==> src/rtl/mux_scan_sequencer_if.sv <==
// Bus between the mux scan sequencer and its surroundings: mux select/sample
// lines plus the downstream frame valid/ready handshake.
interface mux_scan_sequencer_if;
    logic       start;
    logic       cont;
    logic       Y;
    logic       S0;
    logic       S1;
    logic       busy;
    logic [3:0] frame;
    logic       frame_valid;
    logic       frame_ready;
    logic       frame_par;

    // Handshake: a frame transfers on a rising edge where frame_valid and
    // frame_ready are both high; frame/frame_par are stable while frame_valid
    // is high and frame_ready is low, and frame_ready is ignored otherwise.
    modport master (
        input  start, cont, Y, frame_ready,
        output S0, S1, busy, frame, frame_valid, frame_par
    );

    modport slave (
        output start, cont, Y, frame_ready,
        input  S0, S1, busy, frame, frame_valid, frame_par
    );
endinterface

==> src/rtl/mux_scan_sequencer.sv <==
// Steps a 4-to-1 mux through channels A..D, samples Y after a settle time and
// offers the packed 4-bit frame downstream. Define SCAN_PARITY_EN for frame_par.
module mux_scan_sequencer #(
    parameter int unsigned SETTLE_CYCLES = 2,
    parameter int unsigned CNT_W         = 8
) (
    input  logic                    clk,
    input  logic                    rst,
    mux_scan_sequencer_if.master    bus,
    output logic [1:0]              dbg_state_o
);

    typedef enum logic [1:0] {
        IDLE   = 2'd0,
        SETTLE = 2'd1,
        VALID  = 2'd2
    } state_t;

    localparam logic [CNT_W-1:0] CNT_LAST = CNT_W'(SETTLE_CYCLES - 1);

    state_t           state_q, state_d;
    logic [1:0]       sel_q, sel_d;
    logic [CNT_W-1:0] cnt_q, cnt_d;
    logic [3:0]       frame_q, frame_d;
    logic             valid_q, valid_d;
    logic [1:0]       mux_sel_q;
    logic             busy_q;

    always_comb begin
        state_d = state_q;
        sel_d   = sel_q;
        cnt_d   = cnt_q;
        frame_d = frame_q;
        valid_d = valid_q;
        case (state_q)
            IDLE: begin
                if (bus.start) begin
                    state_d = SETTLE;
                    sel_d   = 2'd0;
                    cnt_d   = '0;
                end
            end
            SETTLE: begin
                if (cnt_q == CNT_LAST) begin
                    frame_d[sel_q] = bus.Y;
                    cnt_d          = '0;
                    if (sel_q == 2'd3) begin
                        state_d = VALID;
                        valid_d = 1'b1;
                        sel_d   = 2'd0;
                    end else begin
                        sel_d = sel_q + 2'd1;
                    end
                end else begin
                    cnt_d = cnt_q + 1'b1;
                end
            end
            VALID: begin
                // frame_valid is high exactly while in VALID, so this is the handshake.
                if (bus.frame_ready) begin
                    valid_d = 1'b0;
                    sel_d   = 2'd0;
                    cnt_d   = '0;
                    state_d = bus.cont ? SETTLE : IDLE;
                end
            end
            default: begin
                state_d = IDLE;
                sel_d   = 2'd0;
                cnt_d   = '0;
                valid_d = 1'b0;
            end
        endcase
    end

`ifdef SCAN_PARITY_EN
    logic par_q;
`endif

    always_ff @(posedge clk or posedge rst) begin
        if (rst) begin
            state_q   <= IDLE;
            sel_q     <= 2'd0;
            cnt_q     <= '0;
            frame_q   <= 4'd0;
            valid_q   <= 1'b0;
            mux_sel_q <= 2'd0;
            busy_q    <= 1'b0;
`ifdef SCAN_PARITY_EN
            par_q     <= 1'b0;
`endif
        end else begin
            state_q   <= state_d;
            sel_q     <= sel_d;
            cnt_q     <= cnt_d;
            frame_q   <= frame_d;
            valid_q   <= valid_d;
            // Select lines are a registered copy of the next sel, so they never glitch on inputs.
            mux_sel_q <= sel_d;
            busy_q    <= (state_d != IDLE);
`ifdef SCAN_PARITY_EN
            if (state_q == SETTLE && state_d == VALID) begin
                par_q <= ^frame_d;
            end
`endif
        end
    end

    assign bus.S0          = mux_sel_q[0];
    assign bus.S1          = mux_sel_q[1];
    assign bus.busy        = busy_q;
    assign bus.frame       = frame_q;
    assign bus.frame_valid = valid_q;
`ifdef SCAN_PARITY_EN
    assign bus.frame_par   = par_q;
`else
    assign bus.frame_par   = 1'b0;
`endif
    assign dbg_state_o     = state_q;

endmodule

==> src/flat_wrapper.sv <==
// flat-port wrapper written by rule: the top's interface ports become plain ports
module mux_scan_sequencer_flat 
#(
    parameter int unsigned SETTLE_CYCLES = 2,
    parameter int unsigned CNT_W         = 8
)
  (clk, rst, dbg_state_o, bus_start, bus_cont, bus_Y, bus_frame_ready, bus_S0, bus_S1, bus_busy, bus_frame, bus_frame_valid, bus_frame_par);
  mux_scan_sequencer_if bus_i ();
  input  logic clk;
  input  logic rst;
  output logic [1:0] dbg_state_o;
  input wire logic [$bits(bus_i.start)-1:0] bus_start;
  input wire logic [$bits(bus_i.cont)-1:0] bus_cont;
  input wire logic [$bits(bus_i.Y)-1:0] bus_Y;
  input wire logic [$bits(bus_i.frame_ready)-1:0] bus_frame_ready;
  output wire logic [$bits(bus_i.S0)-1:0] bus_S0;
  output wire logic [$bits(bus_i.S1)-1:0] bus_S1;
  output wire logic [$bits(bus_i.busy)-1:0] bus_busy;
  output wire logic [$bits(bus_i.frame)-1:0] bus_frame;
  output wire logic [$bits(bus_i.frame_valid)-1:0] bus_frame_valid;
  output wire logic [$bits(bus_i.frame_par)-1:0] bus_frame_par;
  assign bus_i.start = bus_start;
  assign bus_i.cont = bus_cont;
  assign bus_i.Y = bus_Y;
  assign bus_i.frame_ready = bus_frame_ready;
  assign bus_S0 = bus_i.S0;
  assign bus_S1 = bus_i.S1;
  assign bus_busy = bus_i.busy;
  assign bus_frame = bus_i.frame;
  assign bus_frame_valid = bus_i.frame_valid;
  assign bus_frame_par = bus_i.frame_par;
  mux_scan_sequencer #(.SETTLE_CYCLES(SETTLE_CYCLES), .CNT_W(CNT_W)) u_core (.clk(clk), .rst(rst), .bus(bus_i), .dbg_state_o(dbg_state_o));
endmodule
==> config.mk <==
export PLATFORM = sky130hd
export DESIGN_NAME = mux_scan_sequencer_flat
export DESIGN_NICKNAME = d
export VERILOG_FILES = /design/src/rtl/mux_scan_sequencer_if.sv /design/src/rtl/mux_scan_sequencer.sv /design/src/flat_wrapper.sv
export SDC_FILE = /design/constraint.sdc
export NUM_CORES = 1
export LEC_CHECK = 0
export BUFFER_PORTS_ARGS = -buffer_cell sky130_fd_sc_hd__buf_2
export CAP_MARGIN = 40
export CORE_MARGIN = 2
export CORE_UTILIZATION = 30
export DETAILED_ROUTE_END_ITERATION = 7
export MAX_ROUTING_LAYER = met4
export SETUP_SLACK_MARGIN = 0.05
export SLEW_MARGIN = 25
export SYNTH_ARGS = -nofsm -noshare
export SYNTH_HDL_FRONTEND = slang
export SYNTH_SLANG_ARGS = --single-unit
==> constraint.sdc <==
create_clock -name clk -period 1.91 [get_ports clk]
set_input_delay 0 -clock clk [delete_from_list [all_inputs] [get_ports clk]]
set_output_delay 0 -clock clk [all_outputs]
set_load 0.02 [all_outputs]
# Yosys cells after proc, flatten, opt, wreduce, memory -nomap -nowiden
# Index checks and enable logic that the tools add are counted.
dict set report word_totals {
  register_bits 18
  out_inout_bits 11
  elab_cells 48
}
dict set report classes {
  addsub 2
  n_lt_le_gt_ge 2
  n_eq_ne 8
  mux 22
  bitwise 1
  reduce_logical 7
}
# op n
set ops {}
lappend ops {{8-bit 2-to-1 mux} 3}
lappend ops {{8-bit case mux with 3 select lines} 1}
lappend ops {{2-bit 2-to-1 mux} 8}
lappend ops {{2-bit case mux with 3 select lines} 2}
lappend ops {{8-bit by 1-bit adder with 8-bit output (second input constant)} 1}
lappend ops {{8-bit by 1-bit equality test with 1-bit output (second input constant)} 1}
lappend ops {{1-bit 2-to-1 mux} 5}
lappend ops {{4-bit bitwise mux} 1}
lappend ops {{2-bit equality test (second input constant)} 2}
lappend ops {{2-bit by 1-bit != test with 1-bit output (second input constant)} 2}
lappend ops {{2-bit != test (second input constant)} 2}
lappend ops {{2-bit AND reduction} 2}
lappend ops {{4-bit AND reduction} 1}
lappend ops {{2-bit by 3-bit less-than comparator with 1-bit output (second input constant)} 1}
lappend ops {{1-bit case mux with 3 select lines} 1}
lappend ops {{3-bit AND reduction} 1}
lappend ops {{2-bit by 1-bit adder with 2-bit output (second input constant)} 1}
lappend ops {{1-bit demux with 2-bit select} 1}
lappend ops {{2-bit by 1-bit equality test with 1-bit output (second input constant)} 1}
lappend ops {{2-bit by 1-bit greater-or-equal comparator with 1-bit output (second input constant)} 1}
lappend ops {{2-bit zero test} 1}
lappend ops {{2-bit nonzero test} 1}
lappend ops {{1-bit logical AND} 1}
lappend ops {{1-bit inverter} 1}

# Depth between registers and ports, before layout
dict set report logic_depth {
  word_depth 5
  depth_mapped 6
  depth_no_buf 6
}

# Least setup slack after synthesis
# OpenSTA, ideal clock, no wires.
dict set report synth_timing {
  path_type {register -> register}
  startpoint {reg u_core.cnt_q[1]}
  endpoint {reg u_core.frame_q[3], in the netlist u_core.bus.frame[3]}
  arrival_time_ns 1.679
  required_ns 1.785
  path_slack_ns 0.106
  path_stages_with_launch 7
  synth_period_minus_slack_ns 1.804
  cell_sequence {dfrtp_1 -> inv_1 -> ha_1 -> or4b_4 -> nor3_4 -> nand2_2 -> mux2_4}
}
dict set report synth_between {
  elab_chain_cells 2
}
# item line_no
set synth_lines {}
lappend synth_lines {{start: declaration} mux_scan_sequencer.sv:23} ;# logic [CNT_W-1:0] cnt_q, cnt_d;
lappend synth_lines {{start signal: assignment} mux_scan_sequencer.sv:95} ;# cnt_q <= cnt_d;
lappend synth_lines {{8-bit by 1-bit equality test with 1-bit output} mux_scan_sequencer.sv:44} ;# if (cnt_q == CNT_LAST) begin
lappend synth_lines {{2-bit AND reduction (no source line)} n/a}
lappend synth_lines {{end signal: assignment} mux_scan_sequencer.sv:96} ;# frame_q <= frame_d;
lappend synth_lines {{end: declaration} mux_scan_sequencer.sv:24} ;# logic [3:0] frame_q, frame_d;
# No other way between the ends.
# A chain may end at the register's enable or synchronous reset.

# Final worst setup path
dict set report layout_timing {
  startpoint {reg u_core.cnt_q[1]}
  endpoint {reg u_core.sel_q[0]}
}
dict set report layout_between {
  elab_chain_cells 3
}
# item line_no
set layout_lines {}
lappend layout_lines {{8-bit by 1-bit equality test with 1-bit output} mux_scan_sequencer.sv:44}
lappend layout_lines {{2-bit by 1-bit != test with 1-bit output (no source line)} n/a}
lappend layout_lines {{3-bit AND reduction (no source line)} n/a}
lappend layout_lines {{end signal: assignment} mux_scan_sequencer.sv:94} ;# sel_q <= sel_d;
lappend layout_lines {{end: declaration} mux_scan_sequencer.sv:22} ;# logic [1:0] sel_q, sel_d;
# No other way between the ends.

==> results.ini <==
[placed_design]
gp_congestion = 0.7611
placed_area_um2 = 1116
io_buffers = 15
dp_cells = 157
dpl.hpwl_um = 1345

[sta]
post-route-period-util = 0.9271
drv_slew = 0
clock.fmax_mhz = 564.7
period_minus_slack_ns = 1.771
setup_viol = 0
rsz0062_at_grt = true
hold_viol_final = 0
finalClockSkew_ns = 0.008902
worst_pin_slew_ns = 0.6950
tns_ns = 0
slew_headroom = 0.5361

[yosys]
syn_area_per_cell_um2 = 10.04
synth_ff_type = dfrtp_1
synth_seq_area_share = 0.4675
synthCells = 96
synth_cell_types = 31
synth_xor_area_frac = 0.04545
async_reset_ff_frac = 1.000
yosys.area_share.simple = 0.1974
synth_top_family_by_area = simple AND/OR/NAND/NOR gates
yosysWarningCount = 0
synth-edff-count = 0
ys_ff_latch = 18
synthAdderAreaFrac = 0.07792
synth_mux_area_frac = 0.06234
synth_area_um2 = 963.4
synth_compound_area_frac = 0.1104
syn-num-nets = 108

[finish]
antenna_cells = 0
final_cell_area_um2 = 1212
area_delta_synth_final_pct = 25.84
final_util = 0.3971
finalNonFillerCells = 167
drive_gt1_frac = 0.2764
finalNetCount = 136

[grt]
grt_use_total = 0.1134
grt_start_max_net_pins = 19
antenna_found_initial = 0
overflow = 0
grt_pass1_vias = 685
busiest_layer = met2
met3_usage = 0.03838
grtUsageMet1 = 0.1408
grt_pass1_wl_um = 2980
met2_usage = 0.1782

[worst_setup_path]
cp_cell_sequence = inv_1 -> ha_1 -> or4b_4 -> or2_4 -> a21oi_4 -> o21ai_0
crit_fanout = 7
required_ns = 2.09
slowest_stage = or4b_4
start_kind = flop
crit_path_end_kind = flop
slowest_delay_ns = 0.47
worst_ep_arrival_time_ns = 1.95
worstSetupPathType = reg2reg

[clock_network]
cts_buffers = 3
clkLatencyLatePin_ns = 0.30
clockBufferDepth = 2
cts_tree = done
clock_sinks = 18
clockRootBuffer = clkbuf_4
path_clk_slew_ns = 0.11
htreeDepth = 1

[pwr]
p_leak_nw = 0.5774
finalPower_mw = 1.633
peakVddDrop_mv = 0.4077
p_per_area_nw_per_um2 = 1347

[detailed_routing]
routedWlPerCell_um = 10.77
via_per_inst = 4.461
routed_wl_um = 1798
antenna_left = 0
drc = 0
first_pass_iters = 4
first_iter_violations = 23
via_count = 745

[floorplanning]
die_h_um = 60.67
die_area_um2 = 3681
rows = 20
coreArea_um2 = 3053
start_util = 0.3156
dieWidth_um = 60.67
ioPinCount = 17

[worst_hold_path]
hp-class = in2reg

[outcome]
outcome = completed

[flow_run]
maxCapViolations = 0

## cells in the final DEF, fill, tap and decap left out
cell           count
dfrtp_1           18
buf_2             15
nand2_1           14
o21ai_0           11
nor2_1            10
ha_1               6
buf_4              6
xor2_1             5
inv_1              5
dlygate4sd3_1      5
mux2_1             3
clkbuf_4           3
or4b_4             1
or3_1              1
nand2b_1           1
nor3_4             1
nand2_2            1
mux2_4             1
or2_4              1
nor2b_1            1
mux2_2             1
a21oi_4            1
and3_2             1
and3_1             1
o2111ai_1          1
nand4_1            1
a31oi_1            1
and4_2             1
o211ai_1           1
nand4b_1           1
o31ai_1            1
a21oi_1            1
conb_1             1
clkbuf_8           1
## where the power goes
| group | internal (mW) | switching, mW | leakage [nW] |
|---|---|---|---|
| registers | 0.511 | 0.0907 | 0.223 |
| clock network | 0.116 | 0.121 | 0.0210 |
| logic | 0.339 | 0.456 | 0.333 |
## metrics by stage
stage | setup slack [ns] | hold WS, ns
floorplan | 0.1063 | -0.06143
global placement | 0.05841 | 0.1417
detailed placement | 0.04801 | 0.1438
CTS | 0.09454 | 0.01256
global route | 0.02698 | 0.05399
finish | 0.1392 | 0.01587
## worst max-delay path: cells and delay by family (launching register included)
| family | cells | cell delay, ns |
|---|---|---|
| flip-flops | 1 | 0.39 |
| buffers and inverters | 1 | 0.06 |
| AO/OA/AOI/OAI | 2 | 0.32 |
| adder cells (fa/ha/maj) | 1 | 0.13 |
| AND/OR/NAND/NOR | 2 | 0.76 |
## final timing paths
path,startpoint,to,slack (ns),cells after the start
max in group asynchronous,rst,u_core.cnt_q[7]$_DFFE_PP0P_,1.12,3
min,bus_start,u_core.bus.busy$_DFF_PP0_,0.02,3
max,u_core.cnt_q[1]$_DFFE_PP0P_,u_core.sel_q[0]$_DFFE_PP0P_,0.14,6
min in group asynchronous,rst,u_core.bus.busy$_DFF_PP0_,0.34,3
min reg2reg,u_core.bus.frame_valid$_DFFE_PP0P_,u_core.bus.frame_valid$_DFFE_PP0P_,0.49,2
max reg2reg,u_core.cnt_q[1]$_DFFE_PP0P_,u_core.sel_q[0]$_DFFE_PP0P_,0.14,6
## final cells by class
type / instances / area (um2)
Fill cell: 317 / 1841
Multi-Input combinational cell: 70 / 481.7
Sequential cell: 18 / 450.4
Timing Repair Buffer: 26 / 170.2
Tap cell: 44 / 55.05
Clock buffer: 4 / 36.28
Inverter: 5 / 18.77
## synth_stat cells, types with 2 or more instances
cell type,count,area [um2]
dfrtp_1,18,450.4
nand2_1,14,52.55
o21ai_0,11,55.05
nor2_1,10,37.54
ha_1,6,75.07
inv_1,5,18.77
xor2_1,5,43.79
mux2_1,3,33.78
clkbuf_1,2,7.510
## metal layers
| layer | part of all wire | vias up |
|---|---|---|
| li1 | - | 378 |
| met1 | 0.48 | 346 |
| met2 | 0.45 | 17 |
| met3 | 0.050 | 4 |
| met4 | 0.011 | 0 |
| met5 | 0 | - |
## logic make-up (layout without fill, tap and decap cells)
group / after synthesis / count (layout)
compound gates: 17 / 17
xor+xnor: 5 / 5
fa+ha+maj: 6 / 6
buf+inv: 8 / 35
flops: 18 / 18
mux: 5 / 5
other cells: 1 / 1
simple gates: 36 / 36
## state kept, by name, summed over array words and instances, names as in the netlist
| register | count |
|---|---|
| u_core.cnt_q | 8 |
| u_core.bus.frame | 4 |
| u_core.bus.busy | 1 |
| u_core.bus.frame_valid | 1 |
| u_core.sel_q | 2 |
| u_core.dbg_state_o | 2 |
## timing repair
item                       CTS  global route
setup endpoints to repair    6             6
resized for setup            1             0
pin swaps                    2             1
hold endpoints to repair    24             0
hold buffers                 5             0
buffers inserted             0             1
Power figures use the tool's default switching activity.
